<file path="src/rtl/full_adder.sv">
// Parameterised ripple-carry adder with combinational Sum/Cout and a registered
// snapshot of Sum, Cout and signed overflow, captured under en.
module full_adder #(
  parameter int unsigned WIDTH = 1
) (
  input  logic             clk,
  input  logic             rst,
  input  logic [WIDTH-1:0] A,
  input  logic [WIDTH-1:0] B,
  input  logic             Cin,
  input  logic             en,
  output logic [WIDTH-1:0] Sum,
  output logic             Cout,
  output logic [WIDTH-1:0] Sum_q,
  output logic             Cout_q,
  output logic             ovf_q,
  output logic             valid_q
);

  logic [WIDTH:0] carry;
  logic           ovf;

  // carry[i] is the carry into bit i; carry[WIDTH] is the final carry out
  always_comb begin
    carry    = '0;
    Sum      = '0;
    carry[0] = Cin;
    for (int i = 0; i < int'(WIDTH); i++) begin
      Sum[i]     = A[i] ^ B[i] ^ carry[i];
      carry[i+1] = (A[i] & B[i]) | (carry[i] & (A[i] ^ B[i]));
    end
  end

  assign Cout = carry[WIDTH];
  assign ovf  = carry[WIDTH-1] ^ carry[WIDTH];

  always_ff @(posedge clk) begin
    if (rst) begin
      Sum_q   <= '0;
      Cout_q  <= 1'b0;
      ovf_q   <= 1'b0;
      valid_q <= 1'b0;
    end else if (en) begin
      Sum_q   <= Sum;
      Cout_q  <= Cout;
      ovf_q   <= ovf;
      valid_q <= 1'b1;
    end
  end

endmodule

</file>
<file path="config.mk">
export PLATFORM = sky130hd
export DESIGN_NAME = full_adder
export DESIGN_NICKNAME = d
export VERILOG_FILES = /design/src/rtl/full_adder.sv
export SDC_FILE = /design/constraint.sdc
export NUM_CORES = 1
export LEC_CHECK = 0
export CAP_MARGIN = 20
export CORE_AREA = 2 2 39 41
export CTS_CLUSTER_DIAMETER = 100
export DETAILED_ROUTE_END_ITERATION = 12
export DIE_AREA = 0 0 41 43
export PLACE_DENSITY_LB_ADDON = 0.2
export RECOVER_POWER = 100
export SLEW_MARGIN = 15
export SYNTH_ARGS = -nofsm -noshare
export SYNTH_HDL_FRONTEND = slang
export SYNTH_SLANG_ARGS = --single-unit
</file>
<file path="constraint.sdc">
create_clock -name clk -period 2.7 [get_ports clk]
set_clock_uncertainty 0.1 [all_clocks]
set_input_delay 0.54 -clock clk [delete_from_list [all_inputs] [get_ports clk]]
set_output_delay 0.54 -clock clk [all_outputs]
set_load 0.05 [all_outputs]
</file>
Yosys cells after proc, flatten, opt, wreduce, memory -nomap -nowiden:

Index checks and enable logic that the tools add are counted.

* bitwise logic cells: 6

Operators by type and width (number)
* $xor A1 B1 Y1: 3
* $and A1 B1 Y1: 2
* $or A1 B1 Y1: 1

* flip-flop bits (word level): 4
* word-level logic and storage cells: 10
* bits of input ports: 6
* output and inout bits: 6

Logic depth before layout (Yosys ltp):

Gate-level depths: netlist of run 1.

* depth in word-level cells: 4
* depth in mapped cells: 3
* gate-level depth less buffers: 3

Worst setup path after synthesis of run 1:

OpenSTA, ideal clock, no wires.

* kind: in2out
* start point: input port A
* end point: output port Sum
* setup slack: 0.662 ns
* stages on the path: 1
* path buffers: 0
* data arrival time: 1.398 ns
* data required time: 2.060 ns
* cell sequence: fa_1

* longest elaborated chain between the ends: 2

Ends and longest elaborated chain
* start: declaration: line 8 `input logic [WIDTH-1:0] A,`
* $xor A1 B1 Y1 (2 in series): line 29 `Sum[i] = A[i] ^ B[i] ^ carry[i];`
* end: declaration: line 12 `output logic [WIDTH-1:0] Sum,`

Every way passes these cells.

Final worst setup path of run 1:

Same ends and word-level chain as after synthesis.

==> results.md, run 1 <==
- Gate count of the mapped netlist: 14
- Initial core utilization: 11.2%
- Clock Latency Late Sink: 0.23 ns
- Pleak: 0.135 nW
- Rows: 14
- Number of port buffers: 11
- Post-CTS Setup Bufs: 0
- Die width: 41 um
- Vias in the first global route: 134
- Setup_tns: 0 ns
- Total GRT Usage: 5.82%
- RSZ-0062 raised after global routing: no
- DRC Markers: 0
- Final Hold Vio Count: 0
- Drt total wl: 385 um
- Final hold slack: 0.357 ns
- Synth warnings: 0
- CTS Buf Count: 3
- Wire length per cell: 8.75 um
- Clock Path Buffers: 2
- Seq/Total Area, Yosys: 51.6%
- Layout cell share with drive strength beyond 1: 17.9%
- CP Launch Type: input pin
- Finished Cell Area: 313 sq um
- First-pass GRT wire length: 565 um
- Tightest Hold Check Type: reg -> reg
- Largest stage delay, worst path: 0.62 ns
- Post-CTS Hold Fix Bufs: 0
- Relative slew slack: 66.1%
- Mapped Nets: 21
- GP Congestion: 0.587
- DR vias/cell: 3.32
- CP top delay family: buffers and inverters
- N_diodes: 0
- Most frequent cells in the layout: dlygate4sd3_1 (6), nor2_1 (5), dfxtp_1 (4)
- Die Span Y: 43 um
- Met3 usage: 9.42%
- Nets: 37
- Core Box Area: 0.00138 sq mm
- Cts repair resizes: 0
- Critical path cell sequence: dlygate4sd3_1 > fa_1 > buf_12
- Layer with the highest usage: met3
- Grt met2 use: 5.94%
- Period minus WS final: 2.52 ns
- Drt initial violations: 0
- Status: completed
- Io pins: 12
- VDD IR max: 0.172 mV
- Via count: 146
- Met1 Use GR: 5.79%
- Crit Path Class: in -> out
- Die area: 0.00176 sq mm
- Placed inst area: 293 sq um
- Final ANT Viol Nets: 0
- Worst path required time: 2.06 ns
- Largest net degree at the start of global routing: 6
- Max-cap violation count: 0
- Post-layout util: 22.6%
- Design Power: 210 uW
- #FFs+latches synth: 4
- Worst path arrival time: 1.88 ns
- Drt first pass iters: 1
- Placed Cells: 41
- Slew @ Worst Pin: 0.506 ns
- Clock root cell: clkbuf_4
- Synth cell types: 6
- Pwr dens: 670 mW/mm^2
- CP Capture Type: output port
- Post-Syn Area per Cell: 11.1 sq um
- Pre-CTS WS: 0.316 ns
- Finished Layout Cells: 44
- Setup-violating endpoint count in the final report: 0
- Initial antenna violation count: 0
- CTS tree: done
- Final cycle utilization of the critical path: 93.2%
- Mapped cell area: 155 sq um
- Global route overflow: 0
- TritonCTS sink count: 4
- CP max-delay cell: fa_1
- H-tree depth: 1
- WP buf/inv: 2
- Reg clk slew, reported paths: 0.04 ns
- Final worst setup slack: 0.184 ns
- Fmax: 398 MHz
- Leading cell type in the layout, fill and taps excluded: dlygate4sd3_1
- Crit-path max FO: 2
- Max-slew violation count: 0
- Area delta synth->final: 102%
==> registers in the layout, indices dropped and copies added (netlist names) <==
register,cells
Sum_q,1
ovf_q,1
Cout_q,1
valid_q,1
==> worst paths after layout <==
check	from	end	slack, ns	depth (start not counted)
max	A	Sum	0.18	3
min reg2reg	valid_q$_SDFFE_PP0P_	valid_q$_SDFFE_PP0P_	0.36	2
max reg2reg	ovf_q$_SDFFE_PP0P_	ovf_q$_SDFFE_PP0P_	1.96	2
min	valid_q$_SDFFE_PP0P_	valid_q$_SDFFE_PP0P_	0.36	2
==> Yosys cell counts <==
cell type | instances | area share, %
a211oi_1 | 1 | 4.8
dfxtp_1 | 4 | 52
mux2i_1 | 2 | 13
xnor2_1 | 1 | 5.6
nor2_1 | 5 | 12
fa_1 | 1 | 13
==> cell families (layout without fill, tap and decap cells) <==
family | Yosys count | after routing | synth area share (%)
compound gates | 1 | 1 | 4.84
simple gates | 5 | 5 | 12.1
xor+xnor | 1 | 1 | 5.65
flops | 4 | 4 | 51.6
mux | 2 | 2 | 12.9
buf+inv | 0 | 14 | 0
fa+ha+maj | 1 | 1 | 12.9
==> routing by layer <==
metal / part of all wire, % / up-vias
met5: 0 / -
met4: 0 / 0
met3: 16 / 0
met2: 43 / 10
met1: 41 / 61
li1: - / 75
==> area by class of cell <==
cell class	instances	area, sq um
clock buffers	3	22.5
well taps	16	20.0
fillers	146	1070
multi-input cells	10	75.1
flip-flops and latches	4	80.1
repair buffers	11	115
==> power by group <==
group	total [mW]	switching (mW)	internal (mW)
Combinational	0.0701	0.0420	0.0280
Sequential	0.0663	0.00203	0.0642
Clock	0.0733	0.0237	0.0496
==> worst register-to-register path, stage by stage (launching register included) <==
cell	delay, ns
dfxtp_1	0.31
nor2_1	0.04
a211oi_1	0.20
Power figures use the tool's default switching activity.
==> run 2, diff against run 1 <==
--- a/config.mk
+++ b/config.mk
@@ -10,2 +10,3 @@
 export CTS_CLUSTER_DIAMETER = 100
+export CTS_CLUSTER_SIZE = 30
 export DETAILED_ROUTE_END_ITERATION = 12
--- a/constraint.sdc
+++ b/constraint.sdc
@@ -4,2 +4,2 @@
 set_output_delay 0.54 -clock clk [all_outputs]
-set_load 0.05 [all_outputs]
+set_load 0.01 [all_outputs]
==> results.md, run 2 (synthesis gave the netlist of run 1 again) <==
- Worst r2r path cells: 2 (unchanged)
- Wire length per cell: 8.55 um (-2.2%)
- Flop-to-flop setup slack: 1.96 ns (about the same)
- Internal cell power: 140 uW (-1.4%)
- Number of port buffers: 11 (unchanged)
- Clock Path Buffers: 2 (unchanged)
- Period minus WS final: 2.53 ns (+0.0149 ns)
- Net switching power: 43.5 uW (-36%)
- Finished Layout Cells: 47 (+6.8%)
- Post-DP HPWL: 331 um
- Nets: 40 (+8.1%)
- Rows: 14 (unchanged)
- Fmax: 395 MHz (-0.59%)
- Drt initial violations: 0 (unchanged)
- Status: completed
- TritonCTS sink count: 4 (unchanged)
- Drt total wl: 402 um (+4.4%)
- Clock Latency Late Sink: 0.24 ns (about the same)
- Die area: 0.00176 sq mm (unchanged)
- Core Box Area: 0.00138 sq mm (unchanged)
- Largest net degree at the start of global routing: 6 (unchanged)
- Crit Path Class: in -> out
- Worst path required time: 2.06 ns (about the same)
- Hold path cells: 2 (unchanged)
- Final ANT Viol Nets: 0 (unchanged)
- Switch share: 23.7% (-8.6 points)
- Initial antenna violation count: 0 (unchanged)
- CTS Buf Count: 3 (unchanged)
- Max-cap violation count: 0 (unchanged)
- Die width: 41 um (unchanged)
- Critical path cell sequence: clkdlybuf4s50_1 > fa_1 > clkdlybuf4s50_1
- CP Launch Type: input pin
- Global route overflow: 0 (unchanged)
- CP Capture Type: output port
- GP Congestion: 0.606 (+3.2%)
- N_diodes: 0 (unchanged)
- Tightest Hold Check Type: reg -> reg
- Layout filler cell count: 150 (+2.7%)
- Total GRT Usage: 5.92% (+0.10 points)
- Initial core utilization: 11.2% (unchanged)
- Relative slew slack: 83.7% (+18 points)
- Vias in the first global route: 151 (+13%)
- Setup-violating endpoint count in the final report: 0 (unchanged)
- Area delta synth->final: 110%
- Layout cell share with drive strength beyond 1: 16.1% (-1.7 points)
- First-pass GRT wire length: 607 um (+7.4%)
- Pleak: 0.141 nW (+4.4%)
- Worst path arrival time: 1.89 ns (about the same)
- CTS tree: done
- VDD IR max: 0.225 mV (+31%)
- RSZ-0062 raised after global routing: no
- Io pins: 12 (unchanged)
- Post-CTS Hold Fix Bufs: 0 (unchanged)
- Clock power share: 40.8% (+5.8 points)
- Largest stage delay, worst path: 0.49 ns (-0.13 ns)
- Combinational power share: 23.3% (-10 points)
- Slew @ Worst Pin: 0.244 ns (-0.263 ns)
- Final Hold Vio Count: 0 (unchanged)
- Placed Cells: 44 (+7.3%)
- Flop pwr share: 36.0% (+4.4 points)
- Reg clk slew, reported paths: 0.04 ns (about the same)
- Design Power: 183 uW (-13%)
- CP dominant cell by count: clkdlybuf4s50_1
- Die Span Y: 43 um (unchanged)
- H-tree depth: 1 (unchanged)
- DRC Markers: 0 (unchanged)
- CP max-delay cell: clkdlybuf4s50_1
- DR vias/cell: 3.40 (+2.6%)
- Most frequent cells in the layout: nor2_1 (5), clkdlybuf4s50_1 (5), dlygate4sd3_1 (5)
- Final cycle utilization of the critical path: 93.7% (+0.55 points)
- Max-slew violation count: 0 (unchanged)
- Crit-path max FO: 2 (unchanged)
- Pwr dens: 564 mW/mm^2 (-16%)
- Drt first pass iters: 1 (unchanged)
- Clock root cell: clkbuf_4
- Via count: 160 (+9.6%)
run 2: layout make-up:
cell class / instances / area [sq um] / area share (%)
Clock buffer: 3 / 22.5 / 6.92
Multi-Input combinational cell: 10 / 75.1 / 23.1
Sequential cell: 4 / 80.1 / 24.6
Tap cell: 16 / 20.0 / 6.15
Timing Repair Buffer: 14 / 128 / 39.2
run 2: power by group through the flow:
stage	Combinational (mW)	Clock (mW)	Sequential, mW
after floorplan	0.0132	0	0.0696
after global placement	0.0481	0	0.0672
after detailed placement	0.0485	0	0.0672
after CTS	0.0469	0.0794	0.0663
after global routing	0.0474	0.0841	0.0666
final	0.0427	0.0748	0.0660
run 2: repair_timing:
item | 4_1_cts | 5_1_grt
setup buffers | 0 | 0
hold endpoints to repair | 0 | 0
setup endpoints to repair | 1 | 0
resized for setup | 1 | 0
run 2: per-layer routing:
layer	global-route usage (%)	vias up	part of all wire (%)	wire [um]
li1	-	85	-	-
met1	5.79	65	46	183
met2	7.19	8	40	162
met3	7.85	2	13	51
met4	2.00	0	1.0	4
met5	0	-	0	0
run 2: stage by stage:
| stage | worst slack (ns) | utilization (%) | hold slack (ns) | cell area (sq um) | setup TNS [ns] |
|---|---|---|---|---|---|
| after floorplan | 0.931 | - | 0.399 | 155 | 0 |
| after global placement | -0.00399 | 22.2 | 0.352 | 308 | -0.00399 |
| after detailed placement | -0.0262 | 22.2 | 0.362 | 308 | -0.0262 |
| after CTS | 0.159 | 23.8 | 0.372 | 329 | 0 |
| after global routing | 0.122 | 23.5 | 0.384 | 325 | 0 |
| final | 0.169 | 23.5 | 0.362 | 325 | 0 |
run 2: critical path: cells and delay by family:
kind | cells | cell delay (ns)
buffers and inverters | 2 | 0.92
adders and majority gates | 1 | 0.44
run 2: path summary, 6_finish.rpt:
| kind | startpoint | endpoint |
|---|---|---|
| setup / recovery | A | Cout |
| hold / removal | valid_q$_SDFFE_PP0P_ | valid_q$_SDFFE_PP0P_ |
| setup reg to reg | ovf_q$_SDFFE_PP0P_ | ovf_q$_SDFFE_PP0P_ |
| hold reg to reg | valid_q$_SDFFE_PP0P_ | valid_q$_SDFFE_PP0P_ |
